[src/rtl/i2s_master_tx.sv]
// I2S master transmitter: accepts 24-bit L/R sample pairs via valid/ready and
// drives sclk/ws/data as a 64-bit-per-frame standard I2S stream.
module i2s_master_tx #(
    parameter int SCLK_DIV = 16
) (
    input  logic        clk,
    input  logic        rst,
    input  logic        en,
    input  logic [23:0] lft_smpl,
    input  logic [23:0] rght_smpl,
    input  logic        smpl_vld,
    output logic        smpl_rdy,
    output logic        I2S_sclk,
    output logic        I2S_ws,
    output logic        I2S_data,
    output logic        frm_strt,
    output logic        underrun,
    output logic        dbg_state_o
);

    localparam int DIV_W = (SCLK_DIV > 2) ? $clog2(SCLK_DIV) : 1;

    typedef enum logic {
        IDLE = 1'b0,
        RUN  = 1'b1
    } state_t;

    state_t      state_q, state_d;
    logic        first_q, first_d;
    logic [DIV_W-1:0] div_q, div_d;
    logic [5:0]  bit_q, bit_d;
    logic        sclk_q, sclk_d;
    logic        ws_q, ws_d;
    logic        data_q, data_d;
    logic        frm_q, frm_d;
    logic        und_q, und_d;
    logic        hold_full_q, hold_full_d;
    logic [23:0] hold_l_q, hold_l_d;
    logic [23:0] hold_r_q, hold_r_d;
    logic [23:0] shl_q, shl_d;
    logic [23:0] shr_q, shr_d;

    logic        accept;
    logic        tc;
    logic        fall;
    logic [5:0]  nb;
    logic [4:0]  idx;

    // Handshake: a pair moves into holding on any clk where smpl_vld && smpl_rdy;
    // smpl_rdy is simply "holding empty" and never depends on smpl_vld.
    assign accept = smpl_vld & ~hold_full_q;
    assign tc     = (div_q == DIV_W'(SCLK_DIV - 1));
    assign fall   = (state_q == RUN) && tc && sclk_q;
    // The first fall after leaving IDLE lands on b=63 rather than advancing.
    assign nb     = first_q ? 6'd63 : bit_q + 6'd1;
    // Left bit b and right bit b+32 share the same word index 23-b.
    assign idx    = 5'd23 - nb[4:0];

    always_comb begin
        state_d     = state_q;
        first_d     = first_q;
        div_d       = div_q;
        bit_d       = bit_q;
        sclk_d      = sclk_q;
        ws_d        = ws_q;
        data_d      = data_q;
        frm_d       = 1'b0;
        und_d       = 1'b0;
        hold_full_d = hold_full_q;
        hold_l_d    = hold_l_q;
        hold_r_d    = hold_r_q;
        shl_d       = shl_q;
        shr_d       = shr_q;

        if (accept) begin
            hold_full_d = 1'b1;
            hold_l_d    = lft_smpl;
            hold_r_d    = rght_smpl;
        end

        case (state_q)
            IDLE: begin
                div_d   = '0;
                bit_d   = 6'd0;
                sclk_d  = 1'b0;
                ws_d    = 1'b1;
                data_d  = 1'b0;
                first_d = 1'b1;
                if (en) begin
                    state_d = RUN;
                end
            end

            RUN: begin
                div_d = tc ? '0 : div_q + DIV_W'(1);
                if (tc) begin
                    sclk_d = ~sclk_q;
                end
                if (fall) begin
                    if (nb == 6'd63 && !en) begin
                        // Stop only between frames; holding data stays put.
                        state_d = IDLE;
                        first_d = 1'b1;
                        bit_d   = 6'd0;
                        ws_d    = 1'b1;
                        data_d  = 1'b0;
                    end else begin
                        first_d = 1'b0;
                        bit_d   = nb;
                        ws_d    = (nb >= 6'd31) && (nb <= 6'd62);
                        frm_d   = (nb == 6'd0);
                        if (nb <= 6'd23) begin
                            data_d = shl_q[idx];
                        end else if (nb >= 6'd32 && nb <= 6'd55) begin
                            data_d = shr_q[idx];
                        end else begin
                            data_d = 1'b0;
                        end

                        if (nb == 6'd63) begin
                            if (hold_full_q) begin
                                shl_d       = hold_l_q;
                                shr_d       = hold_r_q;
                                hold_full_d = 1'b0;
                            end else if (smpl_vld) begin
                                // Late arrival goes straight to the shifters.
                                shl_d       = lft_smpl;
                                shr_d       = rght_smpl;
                                hold_full_d = 1'b0;
                            end else begin
                                shl_d = '0;
                                shr_d = '0;
                                und_d = 1'b1;
                            end
                        end
                    end
                end
            end

            default: begin
                state_d = IDLE;
            end
        endcase
    end

    always_ff @(posedge clk or posedge rst) begin
        if (rst) begin
            state_q     <= IDLE;
            first_q     <= 1'b1;
            div_q       <= '0;
            bit_q       <= 6'd0;
            sclk_q      <= 1'b0;
            ws_q        <= 1'b1;
            data_q      <= 1'b0;
            frm_q       <= 1'b0;
            und_q       <= 1'b0;
            hold_full_q <= 1'b0;
            hold_l_q    <= '0;
            hold_r_q    <= '0;
            shl_q       <= '0;
            shr_q       <= '0;
        end else begin
            state_q     <= state_d;
            first_q     <= first_d;
            div_q       <= div_d;
            bit_q       <= bit_d;
            sclk_q      <= sclk_d;
            ws_q        <= ws_d;
            data_q      <= data_d;
            frm_q       <= frm_d;
            und_q       <= und_d;
            hold_full_q <= hold_full_d;
            hold_l_q    <= hold_l_d;
            hold_r_q    <= hold_r_d;
            shl_q       <= shl_d;
            shr_q       <= shr_d;
        end
    end

    assign smpl_rdy    = ~hold_full_q;
    assign I2S_sclk    = sclk_q;
    assign I2S_ws      = ws_q;
    assign I2S_data    = data_q;
    assign frm_strt    = frm_q;
    assign underrun    = und_q;
    assign dbg_state_o = (state_q == RUN);

endmodule

[config.mk]
export PLATFORM = sky130hd
export DESIGN_NAME = i2s_master_tx
export DESIGN_NICKNAME = d
export VERILOG_FILES = /design/src/rtl/i2s_master_tx.sv
export SDC_FILE = /design/constraint.sdc
export NUM_CORES = 1
export LEC_CHECK = 0
export CAP_MARGIN = 30
export CORE_ASPECT_RATIO = 1.2
export CORE_MARGIN = 2
export CORE_UTILIZATION = 25
export CTS_CLUSTER_SIZE = 25
export DETAILED_ROUTE_END_ITERATION = 8
export HOLD_SLACK_MARGIN = 0.15
export PLACE_DENSITY_LB_ADDON = 0.1
export SLEW_MARGIN = 5
export SYNTH_ARGS = -nofsm -noshare
export SYNTH_HDL_FRONTEND = slang
export SYNTH_SLANG_ARGS = --single-unit
[constraint.sdc]
create_clock -name clk -period 6 [get_ports clk]
set_input_delay 1.8 -clock clk [delete_from_list [all_inputs] [get_ports clk]]
set_output_delay 1.8 -clock clk [all_outputs]
set_load 0.02 [all_outputs]
; After elaboration in Yosys (flattened, before gate mapping)
; Index checks and enable logic that the tools add are counted.
[classes]
mux = 47
bitwise_logic = 5
magnitude_cmp = 6
n_reduce_logical = 8
n_eq_ne = 4
add_sub_neg = 3
[op_table]
columns = operator, count
row1 = 2-to-1 mux 24 bit, 4
row2 = 2-to-1 mux 1 bit, 30
row3 = 2-to-1 mux 6 bit, 3
row4 = "<= comparator 6 bit, second input constant", 2
row5 = case mux 6 bit (2 select lines), 1
row6 = binary-select mux 1 bit (select 5 bit), 2
row7 = case mux 1 bit (2 select lines), 5
row8 = case mux 4 bit (2 select lines), 1
row9 = "adder 6 x 1 -> 6 bit, second input constant", 1
row10 = "equality test 6 bit, second input constant", 1
row11 = ">= comparator 6 x 5 -> 1 bit, second input constant", 1
row12 = ">= comparator 6 bit, second input constant", 1
row13 = "<= comparator 6 x 5 -> 1 bit, second input constant", 1
row14 = logical NOT 6 bit, 1
row15 = "< comparator 5 x 6 -> 1 bit, second input constant", 1
row16 = logical AND 1 bit, 5
row17 = "subtractor 5 bit, first input constant", 1
row18 = "adder 4 x 1 -> 4 bit, second input constant", 1
row19 = "equality test 4 bit, second input constant", 1
row20 = 2-to-1 mux 4 bit, 1
row21 = "inequality test 2 x 1 -> 1 bit, second input constant", 2
row22 = NOT 1 bit, 4
row23 = AND reduction 4 bit, 1
row24 = bitwise AND 1 bit, 1
row25 = logical NOT 1 bit, 1
[word_totals]
out_inout_bits = 7
regBits = 114
in_bits = 52

; Logic depth before layout (Yosys ltp)
; Gate-level depths: netlist of run 1.
[depth]
ltp_word = 10
mapped_depth = 9
mapped_depth_nobuf = 9

; Worst setup path after synthesis of run 1
; No wires, ideal clock.
[synth_timing]
kind = in2reg
startpoint = input smpl_vld
endpoint = register shl_q[11]
setup_time_ns = 0.125
arrival_ns = 3.205
stages = 5
required_ns = 5.875
n_path_buf = 2
slack_ns = 2.670
cell_sequence = nor2b_1 > clkbuf_1 > dlygate4sd3_1 > a22o_2 > mux2_4
[synth_between]
elab_chain_cells = 2
[synth_rtl]
columns = element, line_no
row1 = start: declaration, 11  ; input logic smpl_vld,
row2 = 2-to-1 mux 24 bit, 125  ; end else if (smpl_vld) begin
row3 = 2-to-1 mux 24 bit, 121  ; if (hold_full_q) begin
row4 = end signal: assignment, 175  ; shl_q <= shl_d;
row5 = end: declaration, 40  ; logic [23:0] shl_q, shl_d;
; Every way passes these cells.
; A chain may end at the register's enable or synchronous reset.

; Worst setup path after layout of run 1
[layout_timing]
startpoint = register hold_full_q
endpoint = output smpl_rdy
[layout_between]
elab_chain_cells = 1
[layout_rtl]
columns = element, line_no
row1 = start: declaration, 37  ; logic hold_full_q, hold_full_d;
row2 = start signal: assignment, 172  ; hold_full_q <= hold_full_d;
row3 = NOT 1 bit, 180  ; assign smpl_rdy = ~hold_full_q;
row4 = end: declaration, 12  ; output logic smpl_rdy,
; Every way passes these cells.

==> impl_metrics.yaml, run 1 <==
critical_path:
  timing.critical_path.buf_inv: 3
  critPathSlowestCell: "dfrtp_2"
  r2r-start: "bit_q[1]"
  cp_data_arrival_time_ps: 1900
  worstSetupStartpointType: "register"
  worstSetupPathType: "register to primary output"
  crit_family: "buffers and inverters"
  crit_required_ps: 4200
  cpPeakStageDelay_ps: 630
  path_cells: "buf_12 -> inv_1 -> clkdlybuf4s50_1"
  end_kind: "primary output"
  reg2regPathDepth: 7
  cp_max_fo: 34
  reg2reg_slack_ps: 2650
  reg2reg_to: "shl_q[8]"
timing:
  worst_pin_slew_ps: 898
  finalHoldViolCount: 0
  finalCriticalPeriod_ps: 3700
  fmax_mhz: 270
  slew_headroom_pct: 39.6
  skew_ps: 6.17
  post-route-period-util_pct: 61.7
  rsz0062_at_grt: "false"
  fin_tns_setup_ps: 0
  finalSetupViolCount: 0
  slew_viol_final: 0
clocking:
  ctsRootBufferMaster: "clkbuf_16"
  hold_buffers: 0
  post-cts-setup-buffer-count: 0
  cts_tree: "built"
  clock_path_buffers: 2
  htree_levels: 4
  cts_inserted_buffers: 17
  cts_resized: 0
  clock-sinks: 114
  insertion_delay_ps: 410
  clk_pin_slew_ps: 50
route:
  drt-total-wl_um: 13100
  vias_per_cell: 4.38
  drt-wirelength-per-cell_um: 16.3
  dr.first_iter.drc_count: 174
  drt_first_pass_iters: 4
  via_count: 3519
  drc: 0
  detail-route-antenna-nets: 0
global_route:
  use_met3_pct: 3.19
  gr-usage-met1_pct: 14.5
  grt.busiest_layer: "met2"
  grt_max_degree: 63
  grt_pass1_wl_um: 21000
  grt-ovfl-total: 0
  grtUsageMet2_pct: 18.3
  grt_antenna_before_repair: 0
  grt_pass1_vias: 3683
  grt.total_usage_pct: 11.3
status:
  status: "finished, final reports clean"
floorplan:
  fp.dieW_um: 143
  start_util_pct: 25.3
  coreArea_sq_um: 23000
  boundaryPins: 59
  rows: 61
  die_y_um: 171
  dieArea_sq_um: 24500
power:
  p_per_area_nw_per_um2: 383
  irDropWorstVdd_v: 0.000213
  p_leak_nw: 3.19
logic_synthesis:
  synth_seq_cells: 114
  synth_warnings: 0
  syn_area_per_cell_sq_um: 13.7
  ys_seq_area_share_pct: 49.1
  synth_ff_type: "dfrtp_1"
  synth_cells: 424
  synthDistinctLibCells: 62
  ys_async_sr_fraction_pct: 100
  synth_area_sq_um: 5810
  synth_edf_count: 0
  syn_nets: 479
final_layout:
  fin_util_pct: 31.7
  drive_gt1_share_pct: 38.9
  areaGrowthSynthToFinish_pct: 25.1
  diodes: 0
  fin_nets: 531
min_path:
  hp-class: "register to register"
  hold_end: "I2S_ws"
  holdCritStartpoint: "I2S_ws"
  min_path_cells: 2
placement:
  place_congestion: 0.738
  dp_hpwl_um: 8650
  io_buffers: 58
run:
  maxCapViolCount: 0
==> synthesized netlist by cell type, types with 2 or more instances <==
cell / instances / area, sq um
dfrtp_1: 112 / 2800
mux2_2: 50 / 563
mux2_4: 47 / 706
a22o_2: 36 / 360
nand2_1: 18 / 67.6
a22o_1: 11 / 96.3
clkbuf_1: 11 / 41.3
mux2i_1: 10 / 100
o21ai_0: 10 / 50.1
inv_1: 9 / 33.8
a21oi_1: 7 / 35.0
clkbuf_8: 7 / 96.3
o221ai_1: 7 / 61.3
and2_1: 5 / 31.3
buf_12: 5 / 100
dlygate4sd3_1: 4 / 40.0
nand3_1: 4 / 20.0
nor3_1: 4 / 20.0
a21o_2: 3 / 26.3
and3_1: 3 / 18.8
ha_1: 3 / 37.5
nand2b_1: 3 / 18.8
nor2_1: 3 / 11.3
nor2b_1: 3 / 18.8
o21a_1: 3 / 22.5
o31ai_1: 3 / 22.5
a2111oi_0: 2 / 17.5
a211oi_1: 2 / 15.0
a31oi_1: 2 / 12.5
buf_1: 2 / 7.51
dfstp_2: 2 / 52.6
nor3b_1: 2 / 15.0
xor2_1: 2 / 17.5
==> where the power goes <==
| part | switching [mW] | internal (mW) | leakage [nW] |
|---|---|---|---|
| sequential | 0.103 | 0.908 | 1.41 |
| combinational | 0.283 | 0.354 | 1.46 |
| clock | 0.357 | 0.778 | 0.326 |
==> cell families (layout without fill, tap and decap cells) <==
family                     count (synthesis)  in the layout  synth area share (%)
buffers and inverters                     41            106                  5.92
DFF                                      114            114                  49.1
adders and majority gates                  3              3                 0.646
xor gates and xnor gates                   3              3                 0.581
and+or+nand+nor                           58             58                  5.70
AOI/OAI and AO/OA                         97             97                  14.1
muxes                                    108            108                  24.0
==> placed cells by master (no fill, tap or decap), types with 7 or more instances in the layout <==
cell type and n:
o221ai_1 7, clkdlybuf4s50_1 58, a21oi_1 7, a22o_2 36, dfrtp_1 111, mux2_4 47, mux2i_1 10, nand2_1 18
inv_1 8, a22o_1 11, clkbuf_16 17, mux2_2 50, o21ai_0 10
==> metrics by stage <==
step	hold WS (ps)	cell area (sq um)	cells	worst slack, ps	power (mW)
CTS	468	7250	803	2220	2.83
finish	468	7270	804	2300	2.78
detailed placement	459	6580	771	2000	1.67
global route	494	7270	804	2160	2.94
global placement	462	6540	769	2030	1.66
floorplan	460	5810	424	1190	1.48
==> sequential cells by signal (all words and copies together) (netlist names) <==
register and cells:
first_q 1, hold_full_q 1, shl_q 24, div_q 4, frm_strt 1, underrun 1
I2S_ws 1, I2S_data 1, I2S_sclk 1, hold_r_q 24, hold_l_q 24, dbg_state_o 1
bit_q 6, shr_q 24
==> cell type report <==
class                           instances  area, sq um
Timing Repair Buffer                   65          698
Multi-Input combinational cell        269         2630
Inverter                                9         36.3
Clock buffer                           22          484
Sequential cell                       114         2860
Fill cell                            2300        15700
Tap cell                              315          394
Clock inverter                         10          178
==> worst min-delay path, cell delays in order (launching register included) <==
cell	delay, ps
dfstp_2	360
inv_1	40
a2bb2oi_1	50
==> worst max path at each step <==
stage                      startpoint  cells after the start           to
after floorplan                   rst                      1     I2S_data
after global placement       smpl_vld                      4  hold_l_q[3]
after detailed placement     smpl_vld                      4  hold_l_q[3]
after CTS                 hold_full_q                      3     smpl_rdy
after global routing      hold_full_q                      3     smpl_rdy
final                     hold_full_q                      3     smpl_rdy
==> routing by layer <==
| layer | up-vias | wire length [um] |
|---|---|---|
| li1 | 1686 | - |
| met1 | 1766 | 5970 |
| met2 | 58 | 6470 |
| met3 | 9 | 479 |
| met4 | 0 | 184 |
| met5 | - | 0 |
Note: power is estimated with default switching activity, not from simulation.
==> run 2: changes to the inputs <==
==> constraint.sdc (replaced) <==
create_clock -name clk -period 3.7 [get_ports clk]
set_input_delay 1.11 -clock clk [delete_from_list [all_inputs] [get_ports clk]]
set_output_delay 1.11 -clock clk [all_outputs]
set_load 0.02 [all_outputs]
==> impl_metrics.yaml, run 2 (synthesis gave the netlist of run 1 again) <==
global_route:
  grt_max_degree: 97
  grt_pass1_vias: 3760
  grt-ovfl-total: 0
  grt.total_usage_pct: 11.2
  grt_antenna_before_repair: 0
  grt_pass1_wl_um: 20700
timing:
  post-route-period-util_pct: 85.6
  slew_viol_final: 0
  worst_pin_slew_ps: 691
  finalHoldViolCount: 0
  skew_ps: 5.94
  finalCriticalPeriod_ps: 3170
  rsz0062_at_grt: "false"
  finalSetupViolCount: 0
  slew_headroom_pct: 52.7
  fin_tns_setup_ps: 0
  fmax_mhz: 316
min_path:
  hold_end: "I2S_ws"
  holdCritStartpoint: "I2S_ws"
  hp-class: "register to register"
  min_path_cells: 2
final_layout:
  fillers: 2315
  diodes: 0
  drive_gt1_share_pct: 39.1
  layout.cells.non_filler: 809
  areaGrowthSynthToFinish_pct: 25.6
  fin_nets: 536
  seqCellArea_sq_um: 2860
  multi_input_area_sq_um: 2630
  final_cell_mix: "111 x dfrtp_1, 58 x clkdlybuf4s50_1, 50 x mux2_2"
  layout_commonest_cell: "dfrtp_1"
critical_path:
  cp_data_arrival_time_ps: 3460
  critPathLaunch: "bit_q[1]"
  reg2reg_to: "shr_q[1]"
  reg2regPathDepth: 7
  critPathSlowestCell: "or4b_4"
  worstSetupPathType: "register to register"
  worstSetupStartpointType: "register"
  r2r-start: "bit_q[1]"
  cpPeakStageDelay_ps: 710
  reg2reg_slack_ps: 530
  cp_max_fo: 31
  timing.critical_path.buf_inv: 1
  crit_family: "simple AND/OR/NAND/NOR gates"
  crit_required_ps: 4000
  end_kind: "register"
  path_cells: "ha_1 -> xor2_2 -> nor2_2 -> or3_4 -> or4b_4 -> buf_12 -> mux2_4"
route:
  drt_first_pass_iters: 4
  detail-route-antenna-nets: 0
  via_count: 3534
  drc: 0
  drt-total-wl_um: 12800
  vias_per_cell: 4.37
  drt-wirelength-per-cell_um: 15.9
  dr.first_iter.drc_count: 205
clocking:
  hold_buffers: 0
  clock-sinks: 114
  clock_path_buffers: 2
  cts_inserted_buffers: 17
  cts_resized: 0
  insertion_delay_ps: 410
  clk_pin_slew_ps: 50
  cts_tree: "built"
  post-cts-setup-buffer-count: 0
  htree_levels: 4
  ctsRootBufferMaster: "clkbuf_16"
floorplan:
  rows: 61
  start_util_pct: 25.3
  boundaryPins: 59
  dieArea_sq_um: 24500
  die_y_um: 171
  fp.dieW_um: 143
  coreArea_sq_um: 23000
status:
  status: "finished, final reports clean"
placement:
  placed_cells: 776
  dp_hpwl_um: 8480
  place_congestion: 0.786
  io_buffers: 58
run:
  maxCapViolCount: 0
power:
  p_per_area_nw_per_um2: 624
  irDropWorstVdd_v: 0.000335
  p_leak_nw: 3.21
-- run 2: worst max path at each step --
stage	endpoint	slack (ps)	cells after the start
final	shr_q[1]	530	7
after global routing	shr_q[2]	440	7
after CTS	shl_q[3]	510	6
after detailed placement	shl_q[2]	530	6
after global placement	shl_q[22]	590	6
after floorplan	shl_q[0]	1000	9
-- run 2: layout make-up --
class	count	share of cell area [%]
flip-flops and latches	114	39.1
clock inverters	10	2.79
multi-input cells	269	36.0
clock buffers	22	6.36
well taps	315	5.40
inverters	9	0.514
repair buffers	70	9.87
-- run 2: through the flow --
| step | hold WS, ps | util [%] | power [mW] | worst slack (ps) | area (sq um) |
|---|---|---|---|---|---|
| after floorplan | 460 | - | 2.40 | 1000 | 5820 |
| after global placement | 465 | 28.8 | 2.71 | 586 | 6620 |
| after detailed placement | 464 | 28.8 | 2.73 | 529 | 6620 |
| after CTS | 473 | 31.7 | 4.64 | 514 | 7280 |
| after global routing | 522 | 31.8 | 4.82 | 445 | 7300 |
| final | 477 | 31.8 | 4.56 | 534 | 7300 |
-- run 2: report_power, final --
part	leakage (nW)	internal (mW)	total [mW]	switching, mW
clock	0.328	1.30	1.87	0.570
sequential	1.41	1.47	1.63	0.162
combinational	1.47	0.595	1.06	0.464
total	3.21	3.36	4.56	1.20
-- run 2: metal layers --
layer	global-route usage [%]	up-vias	wire, um
met5	0	-	0
met4	5.24	0	221
met3	2.85	14	376
met2	17.8	47	6360
met1	14.3	1775	5870
li1	-	1698	-
-- run 2: worst register-to-register path, stage by stage (launching register included) --
cell     delay (ps)
dfrtp_1         400
ha_1            280
xor2_2          440
nor2_2          160
or3_4           430
or4b_4          720
buf_12          280
mux2_4          350
